===== config.mk =====
export PLATFORM = sky130hd
export DESIGN_NAME = wrr_stream_arbiter_flat
export DESIGN_NICKNAME = d
export VERILOG_FILES = /design/src/rtl/wrr_arb_pkg.sv /design/src/rtl/wrr_stream_arbiter_if.sv /design/src/rtl/rr_pick.sv /design/src/rtl/wrr_stream_arbiter.sv /design/src/flat_wrapper.sv
export SDC_FILE = /design/constraint.sdc
export NUM_CORES = 1
export LEC_CHECK = 0
export CORE_AREA = 2 2 250 252
export CTS_CLUSTER_SIZE = 24
export DETAILED_ROUTE_END_ITERATION = 12
export DIE_AREA = 0 0 252 254
export GPL_TIMING_DRIVEN = 0
export PLACE_DENSITY_LB_ADDON = 0.12
export SETUP_SLACK_MARGIN = 0.02
export SKIP_CTS_REPAIR_TIMING = 1
export SYNTH_ARGS = -nofsm -noshare
export SYNTH_HDL_FRONTEND = slang
export SYNTH_SLANG_ARGS = --single-unit

===== constraint.sdc =====
create_clock -name clk -period 6.55 [get_ports clk]
set_input_delay 1.6375 -clock clk [delete_from_list [all_inputs] [get_ports clk]]
set_output_delay 1.6375 -clock clk [all_outputs]
set_load 0.01 [all_outputs]

===== src/rtl/wrr_arb_pkg.sv =====
// rtl/wrr_arb_pkg.sv - shared types, defaults and helpers for the WRR stream arbiter
package wrr_arb_pkg;

  localparam int DEF_N_REQ = 8;
  localparam int DEF_DATAW = 64;
  localparam int DEF_WGTW  = 4;
  localparam int MAX_REQ   = 32;

  typedef enum logic {
    IDLE   = 1'b0,
    LOCKED = 1'b1
  } state_e;

  function automatic int onehot_to_idx(input logic [MAX_REQ-1:0] oh);
    int idx;
    idx = 0;
    for (int i = 0; i < MAX_REQ; i++) begin
      if (oh[i]) idx = i;
    end
    return idx;
  endfunction

endpackage


===== src/rtl/wrr_stream_arbiter_if.sv =====
// rtl/wrr_stream_arbiter_if.sv - requester streams, shared output stream and weights
interface wrr_stream_arbiter_if
  import wrr_arb_pkg::*;
#(
  parameter int N_REQ = DEF_N_REQ,
  parameter int DATAW = DEF_DATAW,
  parameter int WGTW  = DEF_WGTW
);
  localparam int IDW = (N_REQ > 1) ? $clog2(N_REQ) : 1;

  logic [N_REQ-1:0]       in_valid;
  logic [N_REQ-1:0]       in_ready;
  logic [N_REQ*DATAW-1:0] in_data;
  logic [N_REQ-1:0]       in_last;
  logic [N_REQ*WGTW-1:0]  weight;
  logic                   out_valid;
  logic                   out_ready;
  logic [DATAW-1:0]       out_data;
  logic                   out_last;
  logic [IDW-1:0]         out_id;
  logic [N_REQ-1:0]       grant;

  modport slave (
    input  in_valid, in_data, in_last, weight, out_ready,
    output in_ready, out_valid, out_data, out_last, out_id, grant
  );

  modport master (
    output in_valid, in_data, in_last, weight, out_ready,
    input  in_ready, out_valid, out_data, out_last, out_id, grant
  );

endinterface


===== src/rtl/rr_pick.sv =====
// rtl/rr_pick.sv - lowest requester strictly above the last grant, wrapping to the lowest overall
module rr_pick
  import wrr_arb_pkg::*;
#(
  parameter int N = DEF_N_REQ
) (
  input  logic [N-1:0] req,
  input  logic [N-1:0] last_grant,
  output logic [N-1:0] pick
);
  localparam logic [N-1:0] ONE = N'(1);

  logic [N-1:0] w_above;
  logic [N-1:0] w_masked;
  logic [N-1:0] w_pick_masked;
  logic [N-1:0] w_pick_any;

  // last_grant is one-hot, so (lg | lg-1) covers it and everything below
  assign w_above       = ~(last_grant | (last_grant - ONE));
  assign w_masked      = req & w_above;
  assign w_pick_masked = w_masked & (~w_masked + ONE);
  assign w_pick_any    = req & (~req + ONE);
  assign pick          = (|w_masked) ? w_pick_masked : w_pick_any;

endmodule


===== src/rtl/wrr_stream_arbiter.sv =====
// rtl/wrr_stream_arbiter.sv - packet-locked weighted round-robin mux with registered output
module wrr_stream_arbiter
  import wrr_arb_pkg::*;
#(
  parameter int N_REQ = DEF_N_REQ,
  parameter int DATAW = DEF_DATAW,
  parameter int WGTW  = DEF_WGTW
) (
  input logic                 clk,
  input logic                 rst_n,
  wrr_stream_arbiter_if.slave bus
);
  localparam int              IDW   = (N_REQ > 1) ? $clog2(N_REQ) : 1;
  localparam logic [WGTW-1:0] W_ONE = WGTW'(1);

  state_e           r_state, w_state_nxt;
  logic [N_REQ-1:0] r_grant, w_grant_nxt;
  logic [N_REQ-1:0] r_last_grant, w_last_grant_nxt;
  logic [N_REQ-1:0] w_pick;
  logic [WGTW-1:0]  r_credit, w_credit_nxt;
  logic [WGTW-1:0]  w_pick_wgt;
  logic [IDW-1:0]   w_own_idx, w_pick_idx, w_last_idx;
  logic             w_can_load, w_accept, w_own_last;

  logic             r_out_valid;
  logic             r_out_last;
  logic [DATAW-1:0] r_out_data;
  logic [IDW-1:0]   r_out_id;

  rr_pick #(.N(N_REQ)) u_pick (
    .req        (bus.in_valid),
    .last_grant (r_last_grant),
    .pick       (w_pick)
  );

  assign w_own_idx  = IDW'(onehot_to_idx(MAX_REQ'(r_grant)));
  assign w_pick_idx = IDW'(onehot_to_idx(MAX_REQ'(w_pick)));
  assign w_last_idx = IDW'(onehot_to_idx(MAX_REQ'(r_last_grant)));
  assign w_pick_wgt = bus.weight[w_pick_idx*WGTW +: WGTW];
  assign w_own_last = bus.in_last[w_own_idx];

  // the output register can take a beat when empty or being drained this cycle
  assign w_can_load = !r_out_valid || bus.out_ready;
  assign w_accept   = (r_state == LOCKED) && bus.in_valid[w_own_idx] && w_can_load;

  always_comb begin
    bus.in_ready = '0;
    if (r_state == LOCKED && w_can_load) bus.in_ready = r_grant;
  end

  always_comb begin
    w_state_nxt      = r_state;
    w_grant_nxt      = r_grant;
    w_last_grant_nxt = r_last_grant;
    w_credit_nxt     = r_credit;
    case (r_state)
      IDLE: begin
        // in IDLE last_grant still names the previous owner
        if (r_credit != '0 && bus.in_valid[w_last_idx]) begin
          w_state_nxt  = LOCKED;
          w_grant_nxt  = r_last_grant;
          w_credit_nxt = r_credit - W_ONE;
        end else if (|bus.in_valid) begin
          w_state_nxt  = LOCKED;
          w_grant_nxt  = w_pick;
          w_credit_nxt = (w_pick_wgt == '0) ? '0 : w_pick_wgt - W_ONE;
        end else begin
          w_credit_nxt = '0;
        end
      end
      LOCKED: begin
        if (w_accept && w_own_last) begin
          w_state_nxt      = IDLE;
          w_grant_nxt      = '0;
          w_last_grant_nxt = r_grant;
        end
      end
      default: w_state_nxt = IDLE;
    endcase
  end

  always_ff @(posedge clk or negedge rst_n) begin
    if (!rst_n) begin
      r_state      <= IDLE;
      r_grant      <= '0;
      r_last_grant <= {1'b1, {(N_REQ-1){1'b0}}};
      r_credit     <= '0;
    end else begin
      r_state      <= w_state_nxt;
      r_grant      <= w_grant_nxt;
      r_last_grant <= w_last_grant_nxt;
      r_credit     <= w_credit_nxt;
    end
  end

  always_ff @(posedge clk or negedge rst_n) begin
    if (!rst_n) begin
      r_out_valid <= 1'b0;
      r_out_last  <= 1'b0;
      r_out_data  <= '0;
      r_out_id    <= '0;
    end else if (w_accept) begin
      r_out_valid <= 1'b1;
      r_out_last  <= w_own_last;
      r_out_data  <= bus.in_data[w_own_idx*DATAW +: DATAW];
      r_out_id    <= w_own_idx;
    end else if (bus.out_ready) begin
      r_out_valid <= 1'b0;
    end
  end

  assign bus.out_valid = r_out_valid;
  assign bus.out_last  = r_out_last;
  assign bus.out_data  = r_out_data;
  assign bus.out_id    = r_out_id;
  assign bus.grant     = r_grant;

endmodule


===== src/flat_wrapper.sv =====
// flat-port wrapper written by rule: the top's interface ports become plain ports
module wrr_stream_arbiter_flat import wrr_arb_pkg::*;
#(
  parameter int N_REQ = DEF_N_REQ,
  parameter int DATAW = DEF_DATAW,
  parameter int WGTW  = DEF_WGTW
)
  (clk, rst_n, bus_in_valid, bus_in_data, bus_in_last, bus_weight, bus_out_ready, bus_in_ready, bus_out_valid, bus_out_data, bus_out_last, bus_out_id, bus_grant);
  wrr_stream_arbiter_if #(.N_REQ(N_REQ), .DATAW(DATAW), .WGTW(WGTW)) bus_i ();
  input logic clk;
  input logic rst_n;
  input wire logic [$bits(bus_i.in_valid)-1:0] bus_in_valid;
  input wire logic [$bits(bus_i.in_data)-1:0] bus_in_data;
  input wire logic [$bits(bus_i.in_last)-1:0] bus_in_last;
  input wire logic [$bits(bus_i.weight)-1:0] bus_weight;
  input wire logic [$bits(bus_i.out_ready)-1:0] bus_out_ready;
  output wire logic [$bits(bus_i.in_ready)-1:0] bus_in_ready;
  output wire logic [$bits(bus_i.out_valid)-1:0] bus_out_valid;
  output wire logic [$bits(bus_i.out_data)-1:0] bus_out_data;
  output wire logic [$bits(bus_i.out_last)-1:0] bus_out_last;
  output wire logic [$bits(bus_i.out_id)-1:0] bus_out_id;
  output wire logic [$bits(bus_i.grant)-1:0] bus_grant;
  assign bus_i.in_valid = bus_in_valid;
  assign bus_i.in_data = bus_in_data;
  assign bus_i.in_last = bus_in_last;
  assign bus_i.weight = bus_weight;
  assign bus_i.out_ready = bus_out_ready;
  assign bus_in_ready = bus_i.in_ready;
  assign bus_out_valid = bus_i.out_valid;
  assign bus_out_data = bus_i.out_data;
  assign bus_out_last = bus_i.out_last;
  assign bus_out_id = bus_i.out_id;
  assign bus_grant = bus_i.grant;
  wrr_stream_arbiter #(.N_REQ(N_REQ), .DATAW(DATAW), .WGTW(WGTW)) u_core (.clk(clk), .rst_n(rst_n), .bus(bus_i));
endmodule

==> results of run 1 <==
==> cells in the mapped netlist (all sizes together) (3+ instances only) <==
| library cell | n | area [um2] |
|---|---|---|
| nand2 | 147 | 551.8 |
| mux4 | 134 | 3018 |
| dfrtp | 89 | 2227 |
| nor2 | 87 | 334.1 |
| a31oi | 67 | 419.2 |
| clkbuf | 41 | 153.9 |
| a21oi | 26 | 130.1 |
| buf | 26 | 112.6 |
| inv | 15 | 56.30 |
| o21ai | 13 | 80.08 |
| mux2 | 12 | 138.9 |
| and2 | 11 | 68.82 |
| nor3 | 10 | 60.06 |
| nand3 | 8 | 50.05 |
| o2bb2ai | 8 | 70.07 |
| a211oi | 6 | 57.56 |
| nand2b | 6 | 37.54 |
| nor2b | 5 | 31.28 |
| nor4 | 5 | 31.28 |
| o211ai | 5 | 37.54 |
| o21a | 5 | 38.79 |
| o21bai | 4 | 30.03 |
| o32ai | 4 | 61.32 |
| or3 | 4 | 30.03 |
| a21boi | 3 | 22.52 |
| a22oi | 3 | 36.28 |
| ha | 3 | 37.54 |
| o22ai | 3 | 18.77 |
| o31ai | 3 | 27.52 |
==> through the flow <==
| step | hold WS, ps | instances | TNS [ps] | setup slack, ps | util |
|---|---|---|---|---|---|
| final | 510.4 | 2235 | 0 | 1223 | 0.2619 |
| after global placement | 492.2 | 2216 | -27990 | -327.2 | 0.2565 |
| after CTS | 516.9 | 2233 | 0 | 1082 | 0.2618 |
| after floorplan | 507.2 | 779 | 0 | 2271 | - |
| after detailed placement | 501.6 | 2217 | 0 | 1089 | 0.2569 |
| after global routing | 539.6 | 2233 | 0 | 1021 | 0.2618 |
==> area by class of cell <==
class                      count  share of cell area
buffer                        67             0.01661
antenna                        2           0.0003120
clock buffer                  14             0.01646
tap                          790             0.06162
sequential                    90              0.1405
timing repair buffer         648              0.4053
inverter                      15            0.003510
clock inverter                 2            0.002184
multi-input combinational    607              0.3535
==> layer usage <==
layer / wire, um / GRT usage / up-vias
met1: 25300 / 0.2273 / 4874
met2: 31950 / 0.3412 / 360
met3: 4475 / 0.05726 / 51
li1: - / - / 4368
met4: 518 / 0.02350 / 16
met5: 109 / 0 / -
==> where the power goes <==
part	internal [mW]	switching, mW	total (mW)
Combinational	3.96	5.15	9.11
Sequential	0.890	0.204	1.09
Clock	0.318	0.241	0.559
Total	5.17	5.59	10.8
==> flip-flops by register name, indices dropped and copies added, names as in the netlist <==
| signal | flops |
|---|---|
| u_core.bus.out_valid | 1 |
| u_core.bus.out_last | 1 |
| u_core.r_state | 1 |
| u_core.bus.grant | 8 |
| u_core.r_credit | 4 |
| u_core.bus.out_data | 64 |
| u_core.r_last_grant | 8 |
| u_core.bus.out_id | 3 |
==> worst max-delay path: cells and delay by family <==
kind | cells | cell delay (ps)
simple gates | 1 | 230
buf+inv | 3 | 1070
compound gates | 1 | 750
==> logic make-up after synthesis <==
family / Yosys count / share of synthesized area
muxes: 147 / 0.3840
buffers and inverters: 82 / 0.03914
adders and majority gates: 3 / 0.004552
AOI/OAI and AO/OA: 167 / 0.1467
DFF: 90 / 0.2733
and+or+nand+nor: 290 / 0.1523
==> worst max path at each step <==
stage	from	endpoint	slack [ps]	depth (start not counted)
2_1_floorplan	bus_in_valid[4]	u_core.r_credit[2]	2270	12
3_3_place_gp	rst_n	u_core.bus.out_data[25]	-330	1
3_5_place_dp	bus_out_ready	bus_in_ready[2]	1090	5
4_1_cts	bus_out_ready	bus_in_ready[2]	1080	5
5_1_grt	bus_out_ready	bus_in_ready[2]	1020	5
6_report	bus_out_ready	bus_in_ready[2]	1220	5
==> summary.txt, run 1 <==
Floorplanning
  – Core ar.: just over 0.06 mm2
  – Initial Util: 0.1346
  – Die area: roughly 0.064 mm2
  – Die X: 252 um
  – Die height: roughly 250 um
  – FP Rows: a little over 90
  – I/O pin cnt: approximately 650

Cells and area
  – Area occupied by multi-input gates: roughly 0.0057 mm2
  – Commonest non-fill, non-tap cell in the layout: clkdlybuf4s50_1
  – Nets: about 2000
  – Reg area: 0.002253 mm2
  – Area grow syn2layout: 94.51%
  – Design area: between 0.015 and 0.02 mm2
  – Most frequent cells in the layout: clkdlybuf4s50_1 (646), nand2_1 (147), mux4_2 (134), dfrtp_1 (89), nor2_1 (86)
  – Share of cells above drive strength 1: 0.1317
  – Layout fillers: 6575

Synthesis
  – Syn avg cell area: between 10 and 15 um2
  – Synth Warn #: 0
  – Seq/Total Area, Yosys: 0.2733
  – Mapped Cells: 779
  – Mapped cell area: around 0.0082 mm2
  – Top FF cell, synth: dfrtp_1
  – Post-Syn Nets: between 1000 and 1500
  – Register bit count reported by yosys: 90
  – Post-synth EDFFs: 0
  – Synth unique cells: between 60 and 70
  – Asr flop ratio synth: 1.000

Run
  – Max Cap Viol: 0

CTS
  – Inserted Clock Buffers: 9
  – CTS Buffer Depth: 2
  – Clock transition at path regs: 60 ps
  – Latest clock arrival within the worst-skew pair: 360 ps
  – Clk sinks: 90
  – Clock Tree Root: clkbuf_16
  – CTS HTree Levels: 3
  – CTS tree: yes

Worst setup path
  – Worst r2r src: u_core.bus.grant[2]
  – Reg2reg end: u_core.bus.out_data[45]
  – CP Max Fanout: 9
  – Crit path cell chain: clkdlybuf4s50_1, inv_1, a21oi_1, and2_1, clkdlybuf4s50_1
  – Startpoint types: input pin
  – Slowest library cell on the worst path: a21oi_1
  – Most used cell, CP: clkdlybuf4s50_1
  – Setup crit end kind: output port
  – Class of the most critical setup path: input pin to output port
  – Crit path DAT: 3690 ps
  – FF-to-FF path depth: 12
  – FF-to-FF setup slack: approximately 2400 ps
  – Crit path largest cell delay: ~750 ps
  – Critical Path RT: 4910 ps

Global route
  – First-pass GRT wire length: around 84 mm
  – GRT overflow: 0
  – Number of global-route vias before repair: ~11000
  – Largest net degree at the start of global routing: 47
  – Gr usage total: 0.1896
  – Initial antenna violation count: 23

Placement
  – Detail Placement HPWL: around 55 mm
  – DP Area: around 0.016 mm2
  – IO buf count: around 650
  – Placer Congestion: around 0.87

Timing
  – Final Hold Fails: 0
  – Clk_skew: between 10 and 15 ps
  – RSZ-0062 raised after global routing: false
  – Minimum clock period: between 5000 and 6000 ps
  – Rel. slew slack: 0.2391
  – Final setup violation count: 0
  – Actual slew at the worst max-slew pin: 1141 ps
  – Fmax: 187.7 MHz
  – Fin. max-slew vios: 0
  – Final worst-path cycle share: 0.8133

Power
  – Leakage Power: approximately 5.6 nW
  – Power Dens Cells: roughly 670 mW/mm2
  – Final Power: between 10 and 15 mW
  – Worst VDD drop: 0.3320 mV

Routing
  – Vias per cell: approximately 4.3
  – WL/cell: around 28 um
  – DR vias: between 9000 and 10000
  – DRT antenna net count: 0
  – Total Wirelength: ~62 mm
  – DRT iter0 DRCs: 506
  – DRC violations left: 0
  – Drt pass-1 iters: 5

Min path
  – Sink of the worst hold path: u_core.bus.out_id[1]
  – Hold Path Cell Cnt: 1
  – Min-Delay Path Class: register to register
  – Hold Crit Start: u_core.bus.out_id[1]

Outcome
  – Status: finished clean
No activity file was read; power rests on OpenSTA's default activity.
==> run 2: changes to the inputs <==
--- a/config.mk
+++ b/config.mk
@@ -5,10 +5,10 @@
 export SDC_FILE = /design/constraint.sdc
 export NUM_CORES = 1
 export LEC_CHECK = 0
-export CORE_AREA = 2 2 250 252
+export CORE_AREA = 2 2 253 255
 export CTS_CLUSTER_SIZE = 24
 export DETAILED_ROUTE_END_ITERATION = 12
-export DIE_AREA = 0 0 252 254
+export DIE_AREA = 0 0 255 257
 export GPL_TIMING_DRIVEN = 0
 export PLACE_DENSITY_LB_ADDON = 0.12
 export SETUP_SLACK_MARGIN = 0.02
==> constraint.sdc (replaced) <==
create_clock -name clk -period 5 [get_ports clk]
set_input_delay 1.25 -clock clk [delete_from_list [all_inputs] [get_ports clk]]
set_output_delay 1.25 -clock clk [all_outputs]
set_load 0.01 [all_outputs]
==> run 2 against run 1 <==
Effect of this change:
- final cell count is 3.2% higher
- worst hold slack gained 2.2 ps
- final area is 0.61% higher
- sequential cell count unchanged
- combinational power increased by 30%
- register-to-register slack worse by 1800 ps
- die area grew 2.4%
- critical path type unchanged
- highest routed layer unchanged
- via count shrank 0.44%
- largest cell class unchanged
- core utilization fell by 0.46 points
- global-route usage shrank 0.60 points
- clock power is 28% higher
- sequential power increased by 31%
==> summary.txt, run 2 (synthesized netlist as in run 1, its figures left out) <==
Cells and area
  – Nets: 2004 (unchanged)
  – Largest register FFs: 64 (unchanged)
  – Area grow syn2layout: 95.69%
  – Commonest non-fill, non-tap cell in the layout: clkdlybuf4s50_1
  – Share of cells above drive strength 1: 0.1331 (+0.001386)
  – Most frequent cells in the layout: clkdlybuf4s50_1 (646), nand2_1 (147), mux4_2 (134), dfrtp_1 (89), nor2_1 (86)

Worst setup path
  – Crit path from: bus_out_ready
  – Setup crit end kind: output port
  – Crit path cell chain: clkdlybuf4s50_1, inv_1, a21oi_1, and2_1, clkdlybuf4s50_1
  – Crit path DAT: 3370 ps (-320 ps)
  – Class of the most critical setup path: input pin to output port
  – Crit path largest cell delay: 820 ps (+70 ps)
  – CP Max Fanout: 10 (+1)
  – Most used cell, CP: clkdlybuf4s50_1
  – FF-to-FF setup slack: 660 ps (-1760 ps)
  – Slowest library cell on the worst path: a21oi_1
  – Top Family by Delay on Critical Path: buffers and inverters
  – Startpoint types: input pin
  – CP bufs+invs: 3 (unchanged)
  – Critical Path RT: 3750 ps (-1160 ps)
  – Worst r2r src: u_core.bus.grant[3]

Timing
  – Rel. slew slack: 0.2407 (+0.001621)
  – Fmax: around 220 MHz
  – Final Hold Fails: 0 (unchanged)
  – Final worst slack: 376.3 ps (-846.4 ps)
  – Final setup violation count: 0 (unchanged)
  – Final worst-path cycle share: 0.9247
  – Fin. max-slew vios: 0 (unchanged)
  – Minimum clock period: 4624 ps
  – Actual slew at the worst max-slew pin: 1137 ps (-4.780 ps)
  – RSZ-0062 raised after global routing: false
  – Clk_skew: 10.30 ps (-0.8710 ps)
  – Setup TNS: 0 ps (unchanged)

Floorplanning
  – Die height: 257 um (+1.2%)
  – FP Rows: 92 (+1.1%)
  – I/O pin cnt: 648 (unchanged)
  – Core ar.: 0.06274 mm2 (+2.4%)
  – Die area: 0.06554 mm2 (+2.4%)
  – Die X: 255 um (+1.2%)
  – Initial Util: 0.1315 (-0.003174)

Routing
  – Vias per cell: 4.174 (-3.5%)
  – DR vias: 9626 (-0.44%)
  – DRC violations left: 0 (unchanged)
  – DRT iter0 DRCs: 522 (+3.2%)
  – Drt pass-1 iters: 4 (-1)
  – Total Wirelength: 61.34 mm (-1.6%)
  – WL/cell: 26.60 um (-4.6%)
  – DRT antenna net count: 0 (unchanged)

Min path
  – Hold Crit Start: u_core.bus.out_id[0]
  – Min-Delay Path Class: register to register

CTS
  – CTS Buffer Depth: 2 (unchanged)
  – Clock transition at path regs: 70 ps (about the same)
  – Clock Tree Root: clkbuf_16
  – Clk sinks: 90 (unchanged)
  – CTS HTree Levels: 3 (unchanged)
  – Inserted Clock Buffers: 9 (unchanged)
  – Latest clock arrival within the worst-skew pair: 370 ps (about the same)
  – CTS tree: yes

Run
  – Max Cap Viol: 0 (unchanged)

Power
  – Power Dens Cells: 866.8 mW/mm2 (+29%)
  – Worst VDD drop: 0.2848 mV (-14%)
  – Leakage Power: 5.614 nW (-0.14%)

Global route
  – First-pass GRT wire length: 83.99 mm (-0.42%)
  – GRT overflow: 0 (unchanged)
  – Largest net degree at the start of global routing: 54 (+15%)
  – Gr usage total: 0.1836 (-0.005975)
  – Number of global-route vias before repair: 10700 (+0.63%)
  – Initial antenna violation count: 34 (+48%)

Placement
  – IO buf count: 647 (unchanged)
  – Placer Congestion: 0.8685 (-0.32%)
  – Pre-CTS worst setup slack: -131.6 ps (-1220 ps)
  – Detail Placement HPWL: 53.99 mm (-1.6%)

Outcome
  – Status: finished clean
-- run 2: cell types whose count changed in the layout (fill, tap and decap cells not counted), sizes merged --
cell,previous run,this run
diode,2,17
clkbuf,55,53
clkinvlp,0,2
clkinv,1,2
buf,28,27
-- run 2: power breakdown --
group / switching (mW) / internal (mW)
clock network: 0.331 / 0.387
registers: 0.263 / 1.17
logic: 6.65 / 5.19
total: 7.25 / 6.74
-- run 2: layer usage --
| layer | track usage | vias up | wire length [um] |
|---|---|---|---|
| met2 | 0.3345 | 388 | 31960 |
| li1 | - | 4375 | - |
| met5 | 0 | - | 101 |
| met1 | 0.2112 | 4783 | 23630 |
| met4 | 0.05036 | 14 | 1564 |
| met3 | 0.04491 | 66 | 4085 |
-- run 2: stage by stage --
| stage | power (mW) | util | hold slack (ps) | cells | cell area [um2] |
|---|---|---|---|---|---|
| 2_1_floorplan | 9.089 | - | 507.2 | 779 | 8247 |
| 3_3_place_gp | 13.67 | 0.2516 | 489.8 | 2272 | 15780 |
| 3_5_place_dp | 13.68 | 0.2520 | 505.5 | 2273 | 15810 |
| 4_1_cts | 14.45 | 0.2565 | 522.6 | 2289 | 16090 |
| 5_1_grt | 15.28 | 0.2569 | 552.9 | 2297 | 16120 |
| 6_report | 13.99 | 0.2572 | 512.6 | 2306 | 16140 |
-- run 2: path summary, 6_finish.rpt --
check	cells past startpoint	endpoint
setup / recovery	5	bus_in_ready[6]
hold / removal	1	u_core.bus.out_id[0]
setup reg to reg	12	u_core.bus.out_data[43]
hold reg to reg	1	u_core.bus.out_id[0]
max in group asynchronous	2	u_core.bus.out_data[21]
min in group asynchronous	1	u_core.r_last_grant[5]
-- run 2: cell type report --
class / count / area [um2]
Antenna cell: 17 / 42.54
Buffer: 67 / 267.8
Tap cell: 846 / 1059
Timing Repair Buffer: 648 / 6501
Fill cell: 6679 / 46600
Clock buffer: 11 / 232.7
Clock inverter: 5 / 55.05
Sequential cell: 90 / 2253
Inverter: 15 / 56.30
Multi-Input combinational cell: 607 / 5670
